File: config.mk
export PLATFORM = sky130hd
export DESIGN_NAME = morra_cinese_param
export DESIGN_NICKNAME = d
export VERILOG_FILES = /design/src/rtl/morra_pkg.sv /design/src/rtl/morra_judge.sv /design/src/rtl/morra_cinese_param.sv
export SDC_FILE = /design/constraint.sdc
export NUM_CORES = 1
export LEC_CHECK = 0
export CAP_MARGIN = 30
export CORE_MARGIN = 2
export CORE_UTILIZATION = 35
export DETAILED_ROUTE_END_ITERATION = 16
export MAX_ROUTING_LAYER = met4
export PLACE_DENSITY = 0.52
export SYNTH_ARGS = -nofsm -noshare
export SYNTH_HDL_FRONTEND = slang
export SYNTH_SLANG_ARGS = --single-unit
File: constraint.sdc
create_clock -name clk -period 4.1 [get_ports clk]
set_input_delay 0.615 -clock clk [delete_from_list [all_inputs] [get_ports clk]]
set_output_delay 0.615 -clock clk [all_outputs]
set_load 0.05 [all_outputs]
File: src/rtl/morra_pkg.sv
// Shared encodings for the parameterised rock-paper-scissors game:
// move codes, round and game result codes, winner memory and FSM states.
package morra_pkg;

   typedef enum logic [1:0] {
      MV_NONE     = 2'b00,
      MV_ROCK     = 2'b01,
      MV_PAPER    = 2'b10,
      MV_SCISSORS = 2'b11
   } move_t;

   typedef enum logic [1:0] {
      RND_NONE = 2'b00,
      RND_P1   = 2'b01,
      RND_P2   = 2'b10,
      RND_TIE  = 2'b11
   } round_t;

   typedef enum logic [1:0] {
      GAME_RUN = 2'b00,
      GAME_P1  = 2'b01,
      GAME_P2  = 2'b10,
      GAME_TIE = 2'b11
   } game_t;

   typedef enum logic [1:0] {
      LW_NONE = 2'b00,
      LW_P1   = 2'b01,
      LW_P2   = 2'b10
   } winner_t;

   typedef enum logic [1:0] {
      ST_IDLE = 2'b00,
      ST_PLAY = 2'b01,
      ST_DONE = 2'b10
   } state_t;

   // True when move a defeats move b (both assumed to be real moves).
   function automatic logic beats(input move_t a, input move_t b);
      return (a == MV_ROCK     && b == MV_SCISSORS) ||
             (a == MV_SCISSORS && b == MV_PAPER)    ||
             (a == MV_PAPER    && b == MV_ROCK);
   endfunction

endpackage

File: src/rtl/morra_judge.sv
// Combinational round judge: decides whether both moves are playable
// (non-empty, and not a repeat of the previous winner's winning move)
// and, if so, who wins the round.
module morra_judge
   import morra_pkg::*;
#(
   parameter int NO_REPEAT = 1
) (
   input  move_t   p1,
   input  move_t   p2,
   input  winner_t last_win,
   input  move_t   last_move,
   output logic    valid,
   output round_t  result
);

   logic p1_ok;
   logic p2_ok;

   // Validity of each move, then the standard rules on a valid pair.
   // NOTE: every signal written here gets a default first so no path can infer a latch.
   always_comb begin
      p1_ok  = 1'b0;
      p2_ok  = 1'b0;
      valid  = 1'b0;
      result = RND_NONE;

      p1_ok = (p1 != MV_NONE) &&
              !((NO_REPEAT != 0) && (last_win == LW_P1) && (p1 == last_move));
      p2_ok = (p2 != MV_NONE) &&
              !((NO_REPEAT != 0) && (last_win == LW_P2) && (p2 == last_move));
      valid = p1_ok && p2_ok;

      if (valid) begin
         if (p1 == p2)
            result = RND_TIE;
         else if (beats(p1, p2))
            result = RND_P1;
         else
            result = RND_P2;
      end
   end

endmodule

File: src/rtl/morra_cinese_param.sv
// Parameterised rock-paper-scissors match controller. A game lasts at
// least MIN_ROUNDS valid rounds and at most a limit chosen at START; it
// ends early once one player leads by WIN_MARGIN. All outputs registered.
module morra_cinese_param
   import morra_pkg::*;
#(
   parameter  int MIN_ROUNDS = 4,
   parameter  int MAX_EXTRA  = 15,
   parameter  int WIN_MARGIN = 2,
   parameter  int NO_REPEAT  = 1,
   localparam int CNT_W      = $clog2(MIN_ROUNDS + MAX_EXTRA + 1)
) (
   input  logic             clk,
   input  logic             rst,
   input  logic [1:0]       p1,
   input  logic [1:0]       p2,
   input  logic             start,
   output logic [1:0]       round,
   output logic [1:0]       game,
   output logic [CNT_W-1:0] played
);

   localparam int                     DW        = CNT_W + 1;
   localparam logic [3:0]             EXTRA_CAP = 4'(MAX_EXTRA);
   localparam logic [CNT_W-1:0]       MIN_R     = CNT_W'(MIN_ROUNDS);
   localparam logic [CNT_W-1:0]       CNT_ONE   = CNT_W'(1);
   localparam logic [DW-1:0]          MARGIN    = DW'(WIN_MARGIN);
   localparam logic signed [DW-1:0]   D_ONE     = DW'(1);

   state_t                  state_q,  state_d;
   round_t                  round_q,  round_d;
   game_t                   game_q,   game_d;
   logic [CNT_W-1:0]        played_q, played_d;
   logic [CNT_W-1:0]        limit_q,  limit_d;
   logic signed [DW-1:0]    diff_q,   diff_d;
   winner_t                 lw_q,     lw_d;
   move_t                   lm_q,     lm_d;

   move_t            m1;
   move_t            m2;
   logic             valid;
   round_t           result;
   logic [3:0]       req;
   logic [3:0]       extra;
   logic [DW-1:0]    mag;

   assign m1    = move_t'(p1);
   assign m2    = move_t'(p2);
   assign req   = {p1, p2};
   assign extra = (req > EXTRA_CAP) ? EXTRA_CAP : req;

   morra_judge #(
      .NO_REPEAT (NO_REPEAT)
   ) u_judge (
      .p1        (m1),
      .p2        (m2),
      .last_win  (lw_q),
      .last_move (lm_q),
      .valid     (valid),
      .result    (result)
   );

   // Next-state and next-output logic for the IDLE/PLAY/DONE game FSM.
   always_comb begin
      state_d  = state_q;
      round_d  = RND_NONE;
      game_d   = game_q;
      played_d = played_q;
      limit_d  = limit_q;
      diff_d   = diff_q;
      lw_d     = lw_q;
      lm_d     = lm_q;
      mag      = '0;

      if (start) begin
         state_d  = ST_PLAY;
         limit_d  = MIN_R + CNT_W'(extra);
         played_d = '0;
         diff_d   = '0;
         lw_d     = LW_NONE;
         lm_d     = MV_NONE;
         game_d   = GAME_RUN;
      end else begin
         case (state_q)
            ST_IDLE: begin
               game_d   = GAME_RUN;
               played_d = '0;
            end
            ST_PLAY: begin
               if (valid) begin
                  round_d  = result;
                  played_d = played_q + CNT_ONE;
                  case (result)
                     RND_P1: begin
                        diff_d = diff_q + D_ONE;
                        lw_d   = LW_P1;
                        lm_d   = m1;
                     end
                     RND_P2: begin
                        diff_d = diff_q - D_ONE;
                        lw_d   = LW_P2;
                        lm_d   = m2;
                     end
                     default: begin
                        lw_d = LW_NONE;
                        lm_d = MV_NONE;
                     end
                  endcase

                  mag = diff_d[DW-1] ? DW'(-diff_d) : DW'(diff_d);

                  // The limit check also keeps PLAYED from ever passing it.
                  if (((played_d >= MIN_R) && (mag >= MARGIN)) || (played_d == limit_q)) begin
                     state_d = ST_DONE;
                     if (diff_d == '0)
                        game_d = GAME_TIE;
                     else if (diff_d[DW-1])
                        game_d = GAME_P2;
                     else
                        game_d = GAME_P1;
                  end
               end
            end
            ST_DONE: begin
               // Result and count hold; moves are ignored until the next START.
            end
            default: begin
               state_d = ST_IDLE;
            end
         endcase
      end
   end

   // State and output registers; reset aborts any game immediately.
   // NOTE: sequential state uses non-blocking assignments so all registers update together.
   always_ff @(posedge clk or posedge rst) begin
      if (rst) begin
         state_q  <= ST_IDLE;
         round_q  <= RND_NONE;
         game_q   <= GAME_RUN;
         played_q <= '0;
         limit_q  <= MIN_R;
         diff_q   <= '0;
         lw_q     <= LW_NONE;
         lm_q     <= MV_NONE;
      end else begin
         state_q  <= state_d;
         round_q  <= round_d;
         game_q   <= game_d;
         played_q <= played_d;
         limit_q  <= limit_d;
         diff_q   <= diff_d;
         lw_q     <= lw_d;
         lm_q     <= lm_d;
      end
   end

   assign round  = round_q;
   assign game   = game_q;
   assign played = played_q;

endmodule

Word level (Yosys, flattened, before mapping)
Index checks and enable logic that the tools add are counted.
{"block": "word_totals", "output_inout_bits": 9, "regBits": 26, "input_bits": 7, "word_cells": 97}
{"block": "op_classes", "n_mux": 36, "eq_ne": 19, "n_lt_le_gt_ge": 3, "n_reduce_logical": 26, "n_addsub": 5}
{"operator": "$mux 6", "count": 7}
{"operator": "$mux 2", "count": 20}
{"operator": "$pmux 2 s2", "count": 4}
{"operator": "$eq 2x2->1 const B", "count": 7}
{"operator": "$pmux 6 s2", "count": 1}
{"operator": "$eq 2x1->1 const B", "count": 5}
{"operator": "$mux 5", "count": 2}
{"operator": "$pmux 5 s2", "count": 1}
{"operator": "$logic_and 1x1->1", "count": 9}
{"operator": "$reduce_bool 2->1", "count": 4}
{"operator": "$add 6x2->6 const B", "count": 1}
{"operator": "$eq 2x2->1", "count": 3}
{"operator": "$ge 6x2->1 const B", "count": 1}
{"operator": "$logic_not 6->1", "count": 1}
{"operator": "$neg 6->6", "count": 1}
{"operator": "$reduce_and 3->1", "count": 2}
{"operator": "$sub 6x2->6 const B", "count": 1}
{"operator": "$add 3x4->5 const A", "count": 1}
{"operator": "$add 5x1->5 const B", "count": 1}
{"operator": "$eq 5x5->1", "count": 1}
{"operator": "$ge 5x3->1 const B", "count": 1}
{"operator": "$gt 4x4->1 const B", "count": 1}
{"operator": "$mux 4", "count": 1}
{"operator": "$reduce_and 2->1", "count": 2}
{"operator": "other kinds (8)", "count": 11}

Longest topological paths before layout
Gate-level depths: netlist (run 1).
{"block": "depth", "depth_word": 21, "depth_mapped": 20, "ltp_nobuf": 18}

Modules after synthesis
From an unflattened synthesis (run 1), not the netlist that was laid out.
{"block": "hier_totals", "cells_unflattened": 228, "hier_area_um2": 2043.2}
{"mod": "morra_cinese_param", "instances": 1, "area_each_um2": 1878.1, "cells_per_inst": 210, "seq_area_each_um2": 651.9}
{"mod": "morra_judge", "instances": 1, "area_each_um2": 165.2, "cells_per_inst": 18, "seq_area_each_um2": 0.0}

Worst setup path after synthesis (run 1)
No wires, ideal clock.
{"block": "synth_timing", "path_type": "in2reg", "startpoint": "input port p2[0]", "endpoint": "register game_q[1], in the netlist game[1]", "setup_slack_ns": 0.234, "n_path_buf": 1, "setup_time_ns": 0.125, "cell_stages": 17, "t_arrival_ns": 3.741, "path_cell_list": "buf_2 > and3_1 > o221ai_2 > nand3_2 > a21o_1 > inv_1 > ha_1 > fa_1 > mux2_2 > inv_1 > ha_1 > o21ai_0 > mux2i_1 > nand4b_1 > o2111ai_2 > o211ai_2 > mux2_4"}
{"block": "synth_via", "elab_chain_cells": 19, "word_cells_on_any_way": 39}
{"item": "from (decl)", "line_no": "morra_cinese_param.sv:16", "text": "input logic [1:0] p2,"}
{"item": "$eq 2x2->1 (on tied branches)", "line_no": "morra_pkg.sv:40, morra_pkg.sv:41"}
{"item": "$logic_and 1x1->1 (on tied branches)", "line_no": "morra_pkg.sv:40, morra_pkg.sv:41"}
{"item": "$logic_or 1x1->1", "line_no": "morra_pkg.sv:40", "text": "return (a == MV_ROCK && b == MV_SCISSORS) ||"}
{"item": "$logic_or 1x1->1", "line_no": "morra_pkg.sv:41", "text": "(a == MV_SCISSORS && b == MV_PAPER) ||"}
{"item": "$mux 2", "line_no": "morra_judge.sv:37", "text": "else if (beats(p1, p2))"}
{"item": "$mux 2", "line_no": "morra_judge.sv:35", "text": "if (p1 == p2)"}
{"item": "$mux 2", "line_no": "morra_judge.sv:34", "text": "if (valid) begin"}
{"item": "$eq 2x2->1 / $eq 2x1->1 (equally long branches)", "line_no": "morra_cinese_param.sv:93", "text": "case (result)"}
{"item": "(+3 left out)"}
{"item": "$mux 6", "line_no": "morra_cinese_param.sv:75", "text": "if (start) begin"}
{"item": "$neg 6->6", "line_no": "morra_cinese_param.sv:110", "text": "mag = diff_d[DW-1] ? DW'(-diff_d) : DW'(diff_d);"}
{"item": "$mux 6", "line_no": "morra_cinese_param.sv:110"}
{"item": "$ge 6x2->1", "line_no": "morra_cinese_param.sv:113", "text": "if (((played_d >= MIN_R) && (mag >= MARGIN)) || (played_d == limit_q)) begin"}
{"item": "$logic_and 1x1->1", "line_no": "morra_cinese_param.sv:113"}
{"item": "$logic_or 1x1->1", "line_no": "morra_cinese_param.sv:113"}
{"item": "$ne 3x3->1 (no source line)"}
{"item": "$reduce_and 3->1 (no source line)"}
{"item": "to (signal assigned)", "line_no": "morra_cinese_param.sv:149", "text": "game_q <= game_d;"}
{"item": "to (decl)", "line_no": "morra_cinese_param.sv:32", "text": "game_t game_q, game_d;"}
Parallel ways exist; a longest one is shown, timed or not. The select of a mux whose other input is x is not followed.
A chain may end at the register's enable or synchronous reset.

Final worst setup path (run 1)
{"block": "layout_timing", "startpoint": "input port p1[1]", "endpoint": "register game_q[1], in the netlist game[1]"}
{"block": "layout_via", "elab_chain_cells": 19, "word_cells_on_any_way": 39}
{"item": "from (decl)", "line_no": "morra_cinese_param.sv:15", "text": "input logic [1:0] p1,"}
{"item": "$eq 2x1->1 / $eq 2x2->1 (equally long branches)", "line_no": "morra_pkg.sv:40, morra_pkg.sv:41"}
{"item": "$logic_and 1x1->1 (on tied branches)", "line_no": "morra_pkg.sv:40, morra_pkg.sv:41"}
{"item": "$logic_or 1x1->1", "line_no": "morra_pkg.sv:40"}
{"item": "$logic_or 1x1->1", "line_no": "morra_pkg.sv:41"}
{"item": "$mux 2", "line_no": "morra_judge.sv:37"}
{"item": "$mux 2", "line_no": "morra_judge.sv:35"}
{"item": "$mux 2", "line_no": "morra_judge.sv:34"}
{"item": "$eq 2x2->1 / $eq 2x1->1 (equally long branches)", "line_no": "morra_cinese_param.sv:93"}
{"item": "(+3 left out)"}
{"item": "$mux 6", "line_no": "morra_cinese_param.sv:75"}
{"item": "$neg 6->6", "line_no": "morra_cinese_param.sv:110"}
{"item": "$mux 6", "line_no": "morra_cinese_param.sv:110"}
{"item": "$ge 6x2->1", "line_no": "morra_cinese_param.sv:113"}
{"item": "$logic_and 1x1->1", "line_no": "morra_cinese_param.sv:113"}
{"item": "$logic_or 1x1->1", "line_no": "morra_cinese_param.sv:113"}
{"item": "$ne 3x3->1 (no source line)"}
{"item": "$reduce_and 3->1 (no source line)"}
Parallel ways exist; a longest one is shown, timed or not. The select of a mux whose other input is x is not followed.

==> impl_results.md, run 1 <==
* Leakage power at 1.18 nW
* Syn. warnings at 0
* H-tree Lvls at 1
* Grt ovf at 0
* Post-DP HPWL at 3440 um
* Finish-stage setup viols at 0
* Clk pin slew, worst setup/hold paths at 0.10 ns
* Chip Height at 77.6 um
* WL/cell at 13.7 um
* TritonCTS clock tree: built
* Cts hold-fix bufs at 0
* Avg Cell Area, Syn at 9.53 sq um
* Final Cycle Share at 90.5%
* Worst hold path class: reg -> reg
* Net Count, Synth at 222
* Vias in the first global route at 1,617
* Mapped Area at 1900 sq um
* Die X at 77.6 um
* GRT Util Overall at 16.3%
* Crit path max fanout at 4
* Initial antenna violation count at 0
* Core area at 5170 sq um
* Ys flop type: dfrtp_1
* Final core area utilization at 47.7%
* Share of post-route cells with drive strength above 1 at 24.0%
* WP data arrival at 3.88 ns
* Max stage delay on crit path at 0.40 ns
* Worst-path cell chain: dlymetal6s2s_1 > inv_1 > ha_1 > mux2_2 > nand2_1 > o21ai_0 > a21o_1 > inv_1 > ha_2 > fa_1 > mux2_2 > inv_1 > ha_1 > o21ai_0 > mux2i_1 > nand4b_1 > o2111ai_2 > o211ai_2 > mux2_4
* Clock sinks at 26
* Maximum vdd drop at 0.160 mV
* Max-Slew Margin vs Limit at 54.5%
* Final net count at 270
* Pre-antenna DRT Iters at 4
* Post-CTS setup repair buffer count at 0
* Remaining DRCs at 0
* # Max-Cap Violations at 0
* Register bit total from synthesis at 26
* Post-synth top area share at 33.0%
* Clock Path Buffers at 2
* Worst path most repeated cell: inv_1
* Synth top cells by count: 25 x dfrtp_1, 17 x nand2_1, 15 x ha_1, 15 x nor2_1, 15 x o21ai_0
* Via density at 4.96
* Initial DRC Count at 63
* Die area at 6020 sq um
* Syn Inst Count at 199
* P per Cell Area at 406 nW/um^2
* Diode count at 0
* Standard-cell rows at 26
* Clk Latency, worst-skew pair at 0.27 ns
* Register area share after synthesis at 34.4%
* Final hold vios at 0
* Num ports at 16
* Pwr Total at 0.00100 W
* Synth cell types at 50
* FFs w/ async S/R, synth at 100%
* Most numerous cell in the Yosys netlist: dfrtp_1
* Initial Util at 36.7%
* Min Hold Slack at 0.525 ns
* PortBufs at 15
* EDFF count, synth at 0
* RSZ-0062 raised after global routing: no
* First-pass GRT wire length at 7690 um
* Slowest CP cell: fa_1
* Routed via count at 1,568
* Least-Margin Pin Slew at 0.681 ns
* Largest net degree at the start of global routing at 23
* Crit Path Class: in -> reg
* Fmax achieved at 269 MHz
* CTS Buf Count at 3
* Worst EP required at 4.27 ns
* Setup ws final at 0.389 ns
* Final WL at 4330 um
* Status: completed
* Minimum clock period after layout at 3.71 ns
* Root buffer cell: clkbuf_8
* Max-slew violation count at 0
* Skew final at 0.00289 ns
* Worst Setup End Kind: register
* Worst setup SP type: input pin
* Pre-CTS WS at -0.306 ns
* Ranking of synthesized cells by area: dfrtp_1 33%, ha_1 9.9%, xnor2_1 5.1%, mux2_2 4.2%, o21ai_0 4.0%
* Post-synth top area cell: dfrtp_1
* Area grow syn2layout at 30.1%
* Placer Congestion at 0.799
* Antenna Violating Nets Remaining at 0
state kept, by name (all words and copies together), names as in the netlist:
register  count
played        5
lw_q          2
state_q       2
game          2
limit_q       5
lm_q          2
diff_q        6
round         2
power breakdown:
part	leakage [nW]	total (W)	switching [W]	internal (W)
Clock	0.0357	0.000216	0.0000852	0.000131
Sequential	0.342	0.000317	0.0000299	0.000287
Combinational	0.800	0.000469	0.000242	0.000227
layer usage:
layer  GRT usage, %  up-vias  part of all wire, %
li1               -      796                    -
met1           21.6      755                   49
met2           27.0       15                   49
met3           1.86        2                  1.2
met4           3.21        0                 0.67
met5              -        -                    0
worst max-delay path, delay by kind of cell:
family | cells | cell delay [ns]
AOI/OAI and AO/OA | 5 | 0.74
muxes | 4 | 0.97
adders and majority gates | 4 | 0.93
buffers and inverters | 4 | 0.40
and+or+nand+nor | 2 | 0.22
path summary, 6_finish.rpt:
| check | cells past startpoint | slack [ns] | end | start |
|---|---|---|---|---|
| min in group asynchronous | 2 | 0.57 | diff_q[3]$_DFFE_PP0P_ | rst |
| worst max-delay path | 19 | 0.39 | game[1]$_DFFE_PP0P_ | p1[1] |
| worst max register to register | 16 | 0.65 | game[1]$_DFFE_PP0P_ | lm_q[1]$_DFFE_PP0P_ |
| max in group asynchronous | 3 | 3.05 | limit_q[2]$_DFFE_PP1P_ | rst |
| worst min register to register | 1 | 0.52 | game[1]$_DFFE_PP0P_ | game[1]$_DFFE_PP0P_ |
| worst min-delay path | 1 | 0.52 | game[1]$_DFFE_PP0P_ | game[1]$_DFFE_PP0P_ |
stage by stage:
| step | std cells | setup TNS, ns | cell area [sq um] |
|---|---|---|---|
| finish | 316 | 0 | 2470 |
| global route | 316 | 0 | 2470 |
| CTS | 316 | 0 | 2450 |
| detailed placement | 312 | -0.891 | 2380 |
| global placement | 311 | -0.683 | 2350 |
| floorplan | 199 | 0 | 1900 |
final cells by class:
cell class	count	area (sq um)
Tap cell	70	87.6
Clock inverter	1	30.0
Clock buffer	3	41.3
Sequential cell	26	652
Timing Repair Buffer	50	443
Inverter	13	48.8
Fill cell	495	2700
Multi-Input combinational cell	153	1170
cells by family after synthesis:
logic type,Yosys count,synth area share (%)
flops,26,34.4
mux,12,7.06
fa+ha+maj,16,10.9
compound gates,47,18.1
simple gates,61,16.8
xor+xnor,17,8.25
buf+inv,20,4.55
cells in the final DEF, fill, tap and decap left out, types with 2 or more instances in the layout:
cell type and count:
dlymetal6s2s_1 4, nor2_1 14, mux2_2 7, inv_1 13, buf_4 34, xnor2_1 11, o31ai_1 4, dfrtp_1 25
clkbuf_8 3, o21ai_0 14, nand4b_1 2, and3_1 2, nand4_1 2, nor4b_1 2, clkdlybuf4s50_1 11, a22o_1 3
nor2b_1 4, xor2_1 5, nand3_1 5, mux2i_1 4, a21o_1 3, nand2_1 17, a21oi_1 8, ha_1 13
o21ai_1 2, nand2b_1 4, ha_2 2, a22oi_1 2
repair_timing:
action                                 in CTS  in global routing
pin swaps                                   1                  2
resized for setup                           1                  7
setup endpoints to repair                   1                  4
endpoints found under the hold margin       0                  0
(Power assumes the default switching activity.)
==> run 2, diff against run 1 <==
- CORE_MARGIN: 2 -> default
- clock period: 4.1 -> 3.9 ns (I/O delays scaled with it)
==> run 2 against run 1 <==
Effect of this change: worst hold slack worse by 0.0058 ns; sequential share of layout area down 0.40 points; critical path type unchanged; non-clock buffer count increased by 6; combinational power up 14%; highest routed layer unchanged; largest cell class unchanged; via count is 1.6% higher; first-iteration DRC count grew 24%.
==> impl_results.md, run 2 (synthesis results as in run 1) <==
* Clk Latency, worst-skew pair at 0.27 ns (about the same)
* WP data arrival at 3.83 ns (-0.05 ns)
* Clk network pwr share at 15.5% (-6.1 points)
* Layout Cells excl Fill at 322 (+1.9%)
* Most flop-heavy register: diff_q
* Leakage power at 1.16 nW (-1.6%)
* Sequential share of power at 32.5% (+0.9 points)
* Vias in the first global route at 1,412 (-13%)
* First-pass GRT wire length at 6840 um (-11%)
* Final core area utilization at 48.5% (+0.73 points)
* Internal at 0.000645 W (about the same)
* Core area at 5170 sq um (unchanged)
* Worst setup SP type: input pin
* Worst Setup End Kind: register
* Minimum clock period after layout at 3.66 ns
* Placed insts at 318 (+1.9%)
* Final hold vios at 0 (unchanged)
* Setup ws final at 0.237 ns (-0.152 ns)
* WL/cell at 13.0 um (-5.0%)
* Die area at 5720 sq um (-5.1%)
* Fmax achieved at 273 MHz
* Skew final at 0.00321 ns (+0.000317 ns)
* Final WL at 4190 um (-3.2%)
* Setup TNS at 0 ns (unchanged)
* Area occupied by multi-input gates at 1200 sq um (+3.1%)
* Root buffer cell: clkbuf_8
* Final Cycle Share at 93.9%
* Routed via count at 1,593 (+1.6%)
* Crit path max fanout at 4 (unchanged)
* Worst hold path class: reg -> reg
* Diode count at 0 (unchanged)
* Standard-cell rows at 26 (unchanged)
* Pre-antenna DRT Iters at 4 (unchanged)
* Final net count at 276 (+2.2%)
* Initial Util at 36.7% (unchanged)
* Most frequent cells in the layout: 40 x buf_4, 25 x dfrtp_1, 17 x nand2_1
* Post-CTS setup repair buffer count at 0 (unchanged)
* Max reg flops at 6 (unchanged)
* Clock Path Buffers at 2 (unchanged)
* PortBufs at 15 (unchanged)
* Num ports at 16 (unchanged)
* Area grow syn2layout at 32.1%
* H-tree Lvls at 1 (unchanged)
* R2R depth at 16 (unchanged)
* Remaining DRCs at 0 (unchanged)
* Max-Slew Margin vs Limit at 54.2% (-0.29 points)
* Hold depth at 1 (unchanged)
* Clk pin slew, worst setup/hold paths at 0.09 ns (about the same)
* Combinational share of power at 52.0% (+5.2 points)
* Maximum vdd drop at 0.140 mV (-13%)
* Reg area at 652 sq um (unchanged)
* RSZ-0062 raised after global routing: no
* CTS Buf Count at 3 (unchanged)
* Via density at 4.95 (-0.30%)
* Crit Path Class: in -> reg
* Pre-CTS WS at -0.488 ns (-0.182 ns)
* Largest net degree at the start of global routing at 23 (unchanged)
* Sw Ratio at 37.3% (+1.6 points)
* Antenna Violating Nets Remaining at 0 (unchanged)
* Pwr Total at 0.00103 W (+2.7%)
* Max-slew violation count at 0 (unchanged)
* Grt ovf at 0 (unchanged)
* Chip Height at 75.6 um (-2.6%)
* Least-Margin Pin Slew at 0.685 ns (+0.00438 ns)
* Cts hold-fix bufs at 0 (unchanged)
* Fillers at 485 (-2.0%)
* Initial antenna violation count at 0 (unchanged)
* Post-DP HPWL at 3320 um (-3.6%)
* Status: completed
* Worst EP required at 4.07 ns (-0.20 ns)
* Initial DRC Count at 78 (+24%)
* Switching Power at 0.000384 W (+7.4%)
* Share of post-route cells with drive strength above 1 at 27.4% (+3.4 points)
* GRT Util Overall at 16.6% (+0.30 points)
* Placer Congestion at 0.828 (+3.6%)
* Most common library cell in the layout ignoring fill and taps: buf_4
* Finish-stage setup viols at 0 (unchanged)
* # Max-Cap Violations at 0 (unchanged)
* Clock sinks at 26 (unchanged)
* TritonCTS clock tree: built
* Die X at 75.6 um (-2.6%)
* P per Cell Area at 410 nW/um^2 (+1.1%)
[run 2: changes by cell type in the layout (fill, tap and decap cells not counted), sizes merged]
cell / change
buf: +6
bufinv: -1
clkbuf: +2
clkdlybuf4s15: +1
dlygate4sd2: +2
dlymetal6s2s: -4
[run 2: worst paths after layout]
kind,endpoint,startpoint,slack (ns)
max,game[1]$_DFFE_PP0P_,p1[0],0.24
min,game[1]$_DFFE_PP0P_,game[1]$_DFFE_PP0P_,0.52
max reg2reg,game[1]$_DFFE_PP0P_,lm_q[1]$_DFFE_PP0P_,0.46
min reg2reg,game[1]$_DFFE_PP0P_,game[1]$_DFFE_PP0P_,0.52
max in group asynchronous,limit_q[2]$_DFFE_PP1P_,rst,2.88
min in group asynchronous,diff_q[5]$_DFFE_PP0P_,rst,0.54
[run 2: routing by layer]
metal,vias to the layer above,GRT usage [%],share of wire [%]
met5,-,-,0
met4,0,6.17,1.9
met3,6,1.98,1.7
met2,18,25.0,45
met1,757,22.7,51
li1,812,-,-
[run 2: power by group through the flow]
stage	Clock, W	Sequential [W]	Combinational (W)
floorplan	0	0.000372	0.000275
global placement	0	0.000340	0.000515
detailed placement	0	0.000339	0.000519
CTS	0.000167	0.000334	0.000521
global route	0.000177	0.000340	0.000588
finish	0.000159	0.000334	0.000535
[run 2: what timing repair did]
| item | in CTS | in global routing |
|---|---|---|
| pin swaps | 2 | 5 |
| gates cloned | 0 | 0 |
| setup endpoints to repair | 3 | 3 |
| gates resized for setup | 6 | 12 |
[run 2: per-stage QoR]
stage	hold slack, ns	area [sq um]
3_5_place_dp	0.498	2420
6_report	0.519	2510
2_1_floorplan	0.469	1900
3_3_place_gp	0.507	2400
4_1_cts	0.523	2470
5_1_grt	0.543	2510
[run 2: worst max-delay path, cell delays in order]
cell and delay, ns:
clkdlybuf4s15_1 0.23, ha_1 0.22, mux2_2 0.25, nand2_1 0.06, o21ai_1 0.07, a21o_1 0.18
inv_2 0.08, ha_4 0.15, fa_1 0.40, mux2_2 0.29, inv_1 0.08, ha_2 0.17
o21ai_0 0.08, mux2i_1 0.14, nand4b_1 0.18, o2111ai_2 0.22, o211ai_2 0.12, mux2_4 0.31
[run 2: cell type report]
class | instances | area share [%]
Sequential cell | 26 | 26.0
Clock buffer | 4 | 1.80
Inverter | 13 | 1.95
Timing Repair Buffer | 56 | 18.8
Tap cell | 70 | 3.49
Multi-Input combinational cell | 153 | 48.0
==> run 3, diff against run 2 <==
--- a/constraint.sdc
+++ b/constraint.sdc
@@ -3,2 +3,2 @@
 set_output_delay 0.585 -clock clk [all_outputs]
-set_load 0.05 [all_outputs]
+set_load 0.01 [all_outputs]
==> results of run 3 <==
The final DEF is identical to that of run 2. Status: completed.
Main changes from that run: total power 0.00103 W -> 0.000992 W; worst IR drop on VDD 0.140 mV -> 0.139 mV
